===== config.mk =====
export PLATFORM = sky130hd
export DESIGN_NAME = output_tile_writer
export DESIGN_NICKNAME = d
export VERILOG_FILES = /design/src/rtl/output_tile_writer_pkg.sv /design/src/rtl/output_tile_writer_row_fifo.sv /design/src/rtl/output_tile_writer.sv
export SDC_FILE = /design/constraint.sdc
export NUM_CORES = 1
export LEC_CHECK = 0
export ABC_CLOCK_PERIOD_IN_PS = 3600
export CORE_ASPECT_RATIO = 1.2
export CORE_UTILIZATION = 26
export DETAILED_ROUTE_END_ITERATION = 10
export REMOVE_ABC_BUFFERS = 1
export SETUP_SLACK_MARGIN = 0.02
export SKIP_LAST_GASP = 1
export SYNTH_ARGS = -nofsm -noshare
export SYNTH_HDL_FRONTEND = slang
export SYNTH_HIERARCHICAL = 1
export SYNTH_SLANG_ARGS = --single-unit

===== constraint.sdc =====
create_clock -name clk -period 3.6 [get_ports clk]
set_input_delay 0.72 -clock clk [delete_from_list [all_inputs] [get_ports clk]]
set_output_delay 0.72 -clock clk [all_outputs]
set_load 0.005 [all_outputs]

===== src/rtl/output_tile_writer_pkg.sv =====
// Shared types and defaults for the output tile writer and its row buffer.
package otw_pkg;

    // Width helper that never returns 0, so a counter for a single value still gets one bit.
    function automatic int otw_width(input int n);
        return (n <= 1) ? 1 : $clog2(n);
    endfunction

    localparam int OTW_DATA_W         = 18;
    localparam int OTW_N              = 4;
    localparam int OTW_PAR            = 2;
    localparam int OTW_ADDR_W         = 16;
    localparam int OTW_ROW_FIFO_DEPTH = 2;
    localparam int OTW_CNT_W          = $clog2(OTW_N + 1);
    localparam int BEATS_PER_ROW      = OTW_N / OTW_PAR;

    typedef enum logic [1:0] {
        IDLE = 2'd0,
        RUN  = 2'd1,
        DONE = 2'd2
    } otw_state_e;

    // Instruction fields latched for the lifetime of one tile.
    typedef struct packed {
        logic [OTW_ADDR_W-1:0] base_addr;
        logic [OTW_ADDR_W-1:0] row_stride;
        logic [OTW_CNT_W-1:0]  row_count;
        logic                  by_row;
    } otw_instr_t;

endpackage


===== src/rtl/output_tile_writer_row_fifo.sv =====
// Small synchronous FIFO of whole rows. The head is read straight from the
// storage registers so a row pushed at one edge is visible the next cycle.
module row_fifo
    import otw_pkg::*;
#(
    parameter int WIDTH = OTW_N * OTW_DATA_W,
    parameter int DEPTH = OTW_ROW_FIFO_DEPTH
) (
    input  logic             clk,
    input  logic             reset,
    input  logic             push_i,
    input  logic [WIDTH-1:0] push_data_i,
    input  logic             pop_i,
    output logic             full_o,
    output logic             empty_o,
    output logic [WIDTH-1:0] head_o
);

    localparam int PTR_W = otw_width(DEPTH);
    localparam int CNT_W = otw_width(DEPTH + 1);

    logic [WIDTH-1:0] mem_q [DEPTH];
    logic [PTR_W-1:0] wr_ptr_q;
    logic [PTR_W-1:0] rd_ptr_q;
    logic [CNT_W-1:0] count_q;
    logic             do_push;
    logic             do_pop;

    function automatic logic [PTR_W-1:0] next_ptr(input logic [PTR_W-1:0] p);
        return (p == PTR_W'(DEPTH - 1)) ? '0 : p + PTR_W'(1);
    endfunction

    // A full FIFO refuses a push even when a pop happens in the same cycle.
    assign full_o  = (count_q == CNT_W'(DEPTH));
    assign empty_o = (count_q == '0);
    assign do_push = push_i && !full_o;
    assign do_pop  = pop_i && !empty_o;
    assign head_o  = mem_q[rd_ptr_q];

    // Row storage; contents need no reset because occupancy gates every read.
    always_ff @(posedge clk) begin
        if (do_push) begin
            mem_q[wr_ptr_q] <= push_data_i;
        end
    end

    // Pointers and occupancy; a reset flushes everything buffered.
    always_ff @(posedge clk) begin
        if (reset) begin
            wr_ptr_q <= '0;
            rd_ptr_q <= '0;
            count_q  <= '0;
        end else begin
            if (do_push) begin
                wr_ptr_q <= next_ptr(wr_ptr_q);
            end
            if (do_pop) begin
                rd_ptr_q <= next_ptr(rd_ptr_q);
            end
            if (do_push && !do_pop) begin
                count_q <= count_q + CNT_W'(1);
            end else if (!do_push && do_pop) begin
                count_q <= count_q - CNT_W'(1);
            end
        end
    end

endmodule


===== src/rtl/output_tile_writer.sv =====
// Drains an output tile row by row from the processing array into memory,
// one strided address per row, buffering rows so the array can keep streaming.
module output_tile_writer
    import otw_pkg::*;
#(
    parameter int DATA_W         = OTW_DATA_W,
    parameter int N              = OTW_N,
    parameter int PAR            = OTW_PAR,
    parameter int ADDR_W         = OTW_ADDR_W,
    parameter int ROW_FIFO_DEPTH = OTW_ROW_FIFO_DEPTH,
    parameter int CNT_W          = $clog2(N + 1)
) (
    input  logic                  clk,
    input  logic                  reset,
    input  logic                  instr_valid,
    output logic                  instr_ready,
    input  logic [ADDR_W-1:0]     instr_base_addr,
    input  logic [ADDR_W-1:0]     instr_row_stride,
    input  logic [CNT_W-1:0]      instr_row_count,
    input  logic                  instr_by_row,
    output logic                  done_valid,
    input  logic                  done_ready,
    output logic                  wr_valid,
    input  logic                  wr_ready,
    output logic [ADDR_W-1:0]     wr_addr,
    output logic [PAR*DATA_W-1:0] wr_data,
    input  logic                  proc_valid,
    output logic                  proc_ready,
    output logic                  proc_by_row,
    input  logic [N*DATA_W-1:0]   proc_data
);

    localparam int BEATS  = N / PAR;
    localparam int BEAT_W = otw_width(BEATS);
    localparam int IDX_W  = otw_width(N);
    localparam int ROW_W  = N * DATA_W;

    // Parameter sanity: the latched instruction uses the package field widths.
    if (N % PAR != 0) begin : g_bad_par
        $error("output_tile_writer: PAR must divide N");
    end
    if (ROW_FIFO_DEPTH < 1) begin : g_bad_depth
        $error("output_tile_writer: ROW_FIFO_DEPTH must be at least 1");
    end
    if (ADDR_W != OTW_ADDR_W || CNT_W != OTW_CNT_W) begin : g_bad_width
        $error("output_tile_writer: ADDR_W/CNT_W must match otw_pkg widths");
    end

    otw_state_e       state_q, state_d;
    otw_instr_t       instr_q, instr_d;
    logic [ADDR_W-1:0] row_addr_q, row_addr_d;
    logic [BEAT_W-1:0] beat_q, beat_d;
    logic [CNT_W-1:0]  rows_accepted_q, rows_accepted_d;
    logic [CNT_W-1:0]  rows_written_q, rows_written_d;

    logic             fifo_push;
    logic             fifo_pop;
    logic             fifo_full;
    logic             fifo_empty;
    logic [ROW_W-1:0] fifo_head;
    logic [DATA_W-1:0] head_elem [N];

    row_fifo #(
        .WIDTH (ROW_W),
        .DEPTH (ROW_FIFO_DEPTH)
    ) u_row_fifo (
        .clk         (clk),
        .reset       (reset),
        .push_i      (fifo_push),
        .push_data_i (proc_data),
        .pop_i       (fifo_pop),
        .full_o      (fifo_full),
        .empty_o     (fifo_empty),
        .head_o      (fifo_head)
    );

    // Split the head row into its values so each write lane can pick one.
    for (genvar gi = 0; gi < N; gi++) begin : g_head_split
        assign head_elem[gi] = fifo_head[gi*DATA_W +: DATA_W];
    end

    // Lane gi of a beat carries value beat*PAR+gi of the head row.
    for (genvar gi = 0; gi < PAR; gi++) begin : g_lane
        logic [IDX_W-1:0] lane_idx;
        assign lane_idx = IDX_W'(int'(beat_q) * PAR + gi);
        assign wr_data[gi*DATA_W +: DATA_W] = head_elem[lane_idx];
    end

    // Address only moves on a handshake, so it holds steady during a stall; wraps modulo 2^ADDR_W.
    assign wr_addr     = row_addr_q + ADDR_W'(beat_q) * ADDR_W'(PAR);
    assign proc_by_row = instr_q.by_row;

    // Next-state and handshake decode for the tile sequencer.
    always_comb begin
        state_d         = state_q;
        instr_d         = instr_q;
        row_addr_d      = row_addr_q;
        beat_d          = beat_q;
        rows_accepted_d = rows_accepted_q;
        rows_written_d  = rows_written_q;
        instr_ready     = 1'b0;
        done_valid      = 1'b0;
        proc_ready      = 1'b0;
        wr_valid        = 1'b0;
        fifo_push       = 1'b0;
        fifo_pop        = 1'b0;

        case (state_q)
            IDLE: begin
                instr_ready = 1'b1;
                if (instr_valid) begin
                    instr_d.base_addr  = instr_base_addr;
                    instr_d.row_stride = instr_row_stride;
                    instr_d.row_count  = instr_row_count;
                    instr_d.by_row     = instr_by_row;
                    row_addr_d         = instr_base_addr;
                    beat_d             = '0;
                    rows_accepted_d    = '0;
                    rows_written_d     = '0;
                    state_d            = (instr_row_count == '0) ? DONE : RUN;
                end
            end

            RUN: begin
                // Acceptance depends only on registered state, never on wr_ready.
                proc_ready = !fifo_full && (rows_accepted_q < instr_q.row_count);
                fifo_push  = proc_valid && proc_ready;
                if (fifo_push) begin
                    rows_accepted_d = rows_accepted_q + CNT_W'(1);
                end

                wr_valid = !fifo_empty;
                if (wr_valid && wr_ready) begin
                    if (beat_q == BEAT_W'(BEATS - 1)) begin
                        fifo_pop       = 1'b1;
                        beat_d         = '0;
                        row_addr_d     = row_addr_q + instr_q.row_stride;
                        rows_written_d = rows_written_q + CNT_W'(1);
                        if (rows_written_q + CNT_W'(1) == instr_q.row_count) begin
                            state_d = DONE;
                        end
                    end else begin
                        beat_d = beat_q + BEAT_W'(1);
                    end
                end
            end

            DONE: begin
                done_valid = 1'b1;
                if (done_ready) begin
                    state_d = IDLE;
                end
            end

            default: begin
                state_d = IDLE;
            end
        endcase
    end

    // State and counter registers.
    always_ff @(posedge clk) begin
        if (reset) begin
            state_q         <= IDLE;
            instr_q         <= '0;
            row_addr_q      <= '0;
            beat_q          <= '0;
            rows_accepted_q <= '0;
            rows_written_q  <= '0;
        end else begin
            state_q         <= state_d;
            instr_q         <= instr_d;
            row_addr_q      <= row_addr_d;
            beat_q          <= beat_d;
            rows_accepted_q <= rows_accepted_d;
            rows_written_q  <= rows_written_d;
        end
    end

endmodule


======== After elaboration in Yosys (flattened, before gate mapping) ========
Memories as Yosys holds them, arrays and structs flattened. A register that Yosys moved wholly into a read port is not among the register bits.
Index checks and enable logic that the tools add are counted.
storage, ports and cells
  register bits ........................... 49
  bits of input ports ..................... 114
  RAM bits ................................ 144
  word-level logic and storage cells ...... 101
  memories kept ........................... 1
memories
  memory            depth  width  read ports  clocked after Yosys merged registers in  wr ports  line                               text
  u_row_fifo.mem_q  2      72     1           1                                        1         output_tile_writer_row_fifo.sv:22  logic [WIDTH-1:0] mem_q [DEPTH];
cells by class
  bitwise gates (word level) .............. 2
  add/subtract/negate cells ............... 10
  magnitude comparators ................... 3
  multiplexer cells ....................... 43
  equal/unequal tests ..................... 10
  reductions and logical operators ........ 21
operators by type and width
  operator             number
  $bmux 18 s2          2
  $mux 18              4
  $mux 16              3
  $pmux 16 s2          1
  $mux 1               17
  $add 16x16->16       1
  $add 16x2->16        1
  $mux 2               8
  $mux 3               4
  $ne 2x2->1 const B   6
  $pmux 3 s2           2
  $logic_and 1x1->1    7
  $add 3x1->3 const B  2
  $ge 3x3->1 const B   2
  $not 2->3            2
  $pmux 2 s3           1
  $reduce_and 3->1     2
  $reduce_and 5->1     1
  $add 2x1->2 const B  2
  $eq 2x2->1 const B   2
  $logic_not 1->1      4
  $logic_not 2->1      2
  $reduce_and 4->1     1
  $reduce_bool 2->1    2
  8 further kinds      10

======== Longest topological paths before layout ========
  depth after elaboration ................. 10
  gate-level depth with buffers ........... 10
  depth with buffers taken out ............ 10

======== Hierarchy ========
The synthesis kept the hierarchy.
by module, submodules not included
  module              cells an instance  times used  area each (µm²)  sequential area each (µm²)
  row_fifo            249                1           5,402.7          4,424.2
  output_tile_writer  427                1           3,329.4          900.9

======== Worst setup path after synthesis ========
OpenSTA, ideal clock, no wires.
  path type ............................... flip-flop to flip-flop
  start point ............................. register state_q[1]
  end point ............................... memory u_row_fifo/mem_q[1][0] (netlist name) (enable)
  stages on the path, launching flop included .. 8
  path buffers ............................ 1
  data arrival time ....................... 2.967 ns
  data required time ...................... 3.162 ns
  slack ................................... 0.195 ns
  period minus slack after synthesis ...... 3.405 ns
  cells stage by stage .................... dfxtp_1 > clkbuf_1 > nand2b_1 > nor3_1 > o211a_1 > inv_1 > nor2_1 > and2_1
on the way
  word-level cells in the longest chain between the ends .. 5
RTL lines
  what                          line                               text
  start: declaration            output_tile_writer.sv:49           otw_state_e state_q, state_d;
  start signal: assignment      output_tile_writer.sv:171          state_q <= state_d;
  $eq 2x1->1                    output_tile_writer.sv:108          case (state_q)
  $mux 1                        output_tile_writer.sv:108
  named net fifo_push           output_tile_writer.sv:56           logic fifo_push;
  $logic_and 1x1->1             output_tile_writer_row_fifo.sv:36  assign do_push = push_i && !full_o;
  named net u_row_fifo.do_push  output_tile_writer_row_fifo.sv:26  logic do_push;
  $mux 1                        output_tile_writer_row_fifo.sv:42  if (do_push) begin
  $mux 1 (implied by the code)  output_tile_writer_row_fifo.sv:43  mem_q[wr_ptr_q] <= push_data_i;
  end: declaration              output_tile_writer_row_fifo.sv:22
The timed path passes the listed nets, and every way through them passes these cells.

======== Final worst setup path ========
  start point ............................. register row_addr_q[1]
  end point ............................... output wr_addr[15]
on the way
  word-level cells in the longest chain between the ends .. 1
RTL lines
  what                      line                       text
  start: declaration        output_tile_writer.sv:51   logic [ADDR_W-1:0] row_addr_q, row_addr_d;
  start signal: assignment  output_tile_writer.sv:173  row_addr_q <= row_addr_d;
  $add 16x2->16             output_tile_writer.sv:90   assign wr_addr = row_addr_q + ADDR_W'(beat_q) * ADDR_W'(PAR);
  end: declaration          output_tile_writer.sv:25   output logic [ADDR_W-1:0] wr_addr,
No other way between the ends.

==> key figures <==
Final layout
  • Most common cell after layout, fill and taps aside: clkdlybuf4s50_1
  • Number of diodes: 0
  • Area Overhead vs Synth: 32.3%
  • Nets@finish: 980
  • Final instance area: 0.0115 mm²
  • Finished Core Util: 0.349
  • Layout cell share with drive strength beyond 1: 0.190
  • Most frequent cells in the layout: 169 x clkdlybuf4s50_1, 144 x edfxtp_1, 108 x mux2_2, 77 x nand2_1, 53 x a21oi_1
  • Layout fillers: 3331

Routing
  • Final wirelength: 21300 µm
  • DRT iter0 DRCs: 323
  • DRC: 0
  • DR vias: 5791
  • 1st-pass router iterations: 5
  • Antenna violation net count after detailed routing: 0
  • Via density: 4.43
  • Avg WL per Cell: 16.3 µm

Die
  • Die Span Y: 203 µm
  • Cell row count: 73
  • Die width: 169 µm
  • Ports: 171
  • Core area: 0.0331 mm²
  • Initial Util: 0.264
  • DIE AREA: 0.0343 mm²

STA
  • Hold Fails Final Rpt: 0
  • Rel. slew slack: 0.308
  • Final setup viols: 0
  • Final Max Slew Viols: 0
  • Final period util: 0.938
  • RSZ-0062 raised after global routing: no
  • Actual slew at the worst max-slew pin: 1040 ps
  • Final min period: 3380 ps
  • Fmax: 296 MHz
  • Worst Skew: 12.5 ps

Global routing
  • M3 GR Usage: 0.0281
  • Grt met2 use: 0.218
  • Initial antenna violation count: 0
  • Total gr overflow: 0
  • GRT Total Usage: 0.127
  • Pin count of the biggest net entering global routing: 60
  • Vias in the first global route: 5955
  • First-pass GRT wire length: 33000 µm
  • Grt peak-use layer: met2
  • M1 GR Usage: 0.159

Power
  • Power per Cell Area: 449 mW/mm²
  • P_leak: 3.92 nW
  • Power, Total: 5.18 mW
  • Peak supply drop: 234 µV

Clocking
  • Total clock sinks: 194
  • Setup Fix Bufs, Post-CTS: 0
  • CTS tree: yes
  • Maximum clock path buffer count: 2
  • TritonCTS buffer count: 17
  • H-tree depth: 4
  • Worst-skew pair later-pin latency: 430 ps
  • Clock slew at reported path FFs: 70 ps
  • Resized Gates After CTS: 0
  • Hold-fix buffer count after cts: 0
  • CTS Root Cell: clkbuf_16

Synth
  • Mapped Area: 0.00873 mm²
  • Async SR Flop Fraction: 0
  • Register bit total from synthesis: 194
  • Warnings, synthesis: 6
  • Synth Flop Type: edfxtp_1
  • Synth area leaders: edfxtp_1 50%, mux2_2 14%, dfxtp_1 11%
  • Syn Inst Count: 676
  • Number of synthesized flops with an enable pin: 144
  • Yosys top cell by area: edfxtp_1
  • Post-synth top area share: 0.495
  • Library cells used by synthesis: 51
  • Average cell area after synthesis: 12.9 µm²
  • Sequential area share after synthesis: 0.610

Setup path
  • Worst path arrival time: 2660 ps
  • Most used cell, CP: ha_1
  • CP required: 2880 ps
  • CP Max Fanout: 4
  • Crit-path max cell delay: 540 ps
  • Slowest CP cell: clkdlybuf4s50_1
  • Startpoint Class: flip-flop
  • CP Class: reg2out
  • Setup crit end kind: output port
  • Critical Path, Cell by Cell: ha_1 > ha_1 > nand3_1 > nor2_1 > nand4_1 > xnor2_1 > clkdlybuf4s50_1

Run status
  • Status: completed

Placed design
  • Gpl congestion: 0.878
  • Hpwl dp: 14700 µm
  • Post-DP Area: 0.0110 mm²
  • IO buf count: 170

Flow run
  • Total of max-cap violations: 0

Min path
  • Worst min-delay path class: reg2reg
## logic make-up after synthesis
kind of cell	count (synthesis)	synth area share
compound gates	110	0.0759
simple gates	164	0.0861
flops	194	0.610
xor+xnor	31	0.0311
fa+ha+maj	23	0.0338
mux	109	0.140
buf+inv	45	0.0228
## registers in the layout (all words and copies together) (netlist names), named ones only
register	cells
u_row_fifo/mem_q	144
instr_q	19
row_addr_q	16
rows_accepted_q	3
rows_written_q	3
state_q	2
u_row_fifo/count_q	2
beat_q	1
proc_by_row	1
u_row_fifo/rd_ptr_q	1
u_row_fifo/wr_ptr_q	1
## synth_stat cells, drive strengths merged (11+ instances only)
| cell type | instances |
|---|---|
| clkbuf | 20 |
| mux2 | 108 |
| o21ai | 18 |
| a21oi | 53 |
| xor2 | 14 |
| ha | 22 |
| nor2 | 35 |
| edfxtp | 144 |
| buf | 14 |
| nand2 | 77 |
| xnor2 | 17 |
| dfxtp | 50 |
| inv | 11 |
## per-stage QoR
step	instances	setup TNS, ps	hold slack [ps]	worst slack, ps
after floorplan	642	-5100	430	-70.8
after global placement	1274	0	445	653
after detailed placement	1274	0	452	617
after CTS	1306	0	463	155
after global routing	1306	0	474	28.2
final	1306	0	462	223
## worst max-delay path: cells and delay by family, from the launching register on
family	cells	cell delay [ps]
simple gates	3	690
buf+inv	1	540
fa+ha+maj	2	420
flops	1	400
xor+xnor	1	190
## metal layers
| layer | share of wire | wire (µm) |
|---|---|---|
| met5 | 0 | 0 |
| met4 | 0.011 | 240 |
| met3 | 0.050 | 1060 |
| met2 | 0.50 | 10600 |
| met1 | 0.44 | 9410 |
## path summary, 6_finish.rpt
kind | startpoint | to | slack, ps | depth (start not counted)
min reg2reg | instr_q[3]$_SDFFE_PP0P_ | instr_q[3]$_SDFFE_PP0P_ | 460 | 2
min | instr_q[3]$_SDFFE_PP0P_ | instr_q[3]$_SDFFE_PP0P_ | 460 | 2
max | row_addr_q[1]$_SDFFE_PP0P_ | wr_addr[15] | 220 | 7
max reg2reg | instr_q[2]$_SDFFE_PP0P_ | u_row_fifo/mem_q[0][4]$_DFFE_PP_ | 910 | 8
## report_power, final
group	internal, mW	switching [mW]
clock network	0.972	0.880
registers	2.49	0.0673
logic	0.399	0.377
total	3.86	1.32
## area by class of cell
type | instances | area (µm²) | area share
multi-input combinational | 437 | 3210 | 0.278
clock inverter | 15 | 143 | 0.0123
clock buffer | 17 | 425 | 0.0368
sequential | 194 | 5330 | 0.461
inverter | 11 | 41.3 | 0.00357
timing repair buffer | 182 | 1840 | 0.159
tap | 450 | 563 | 0.0487
Note: power is estimated with default switching activity, not from simulation.
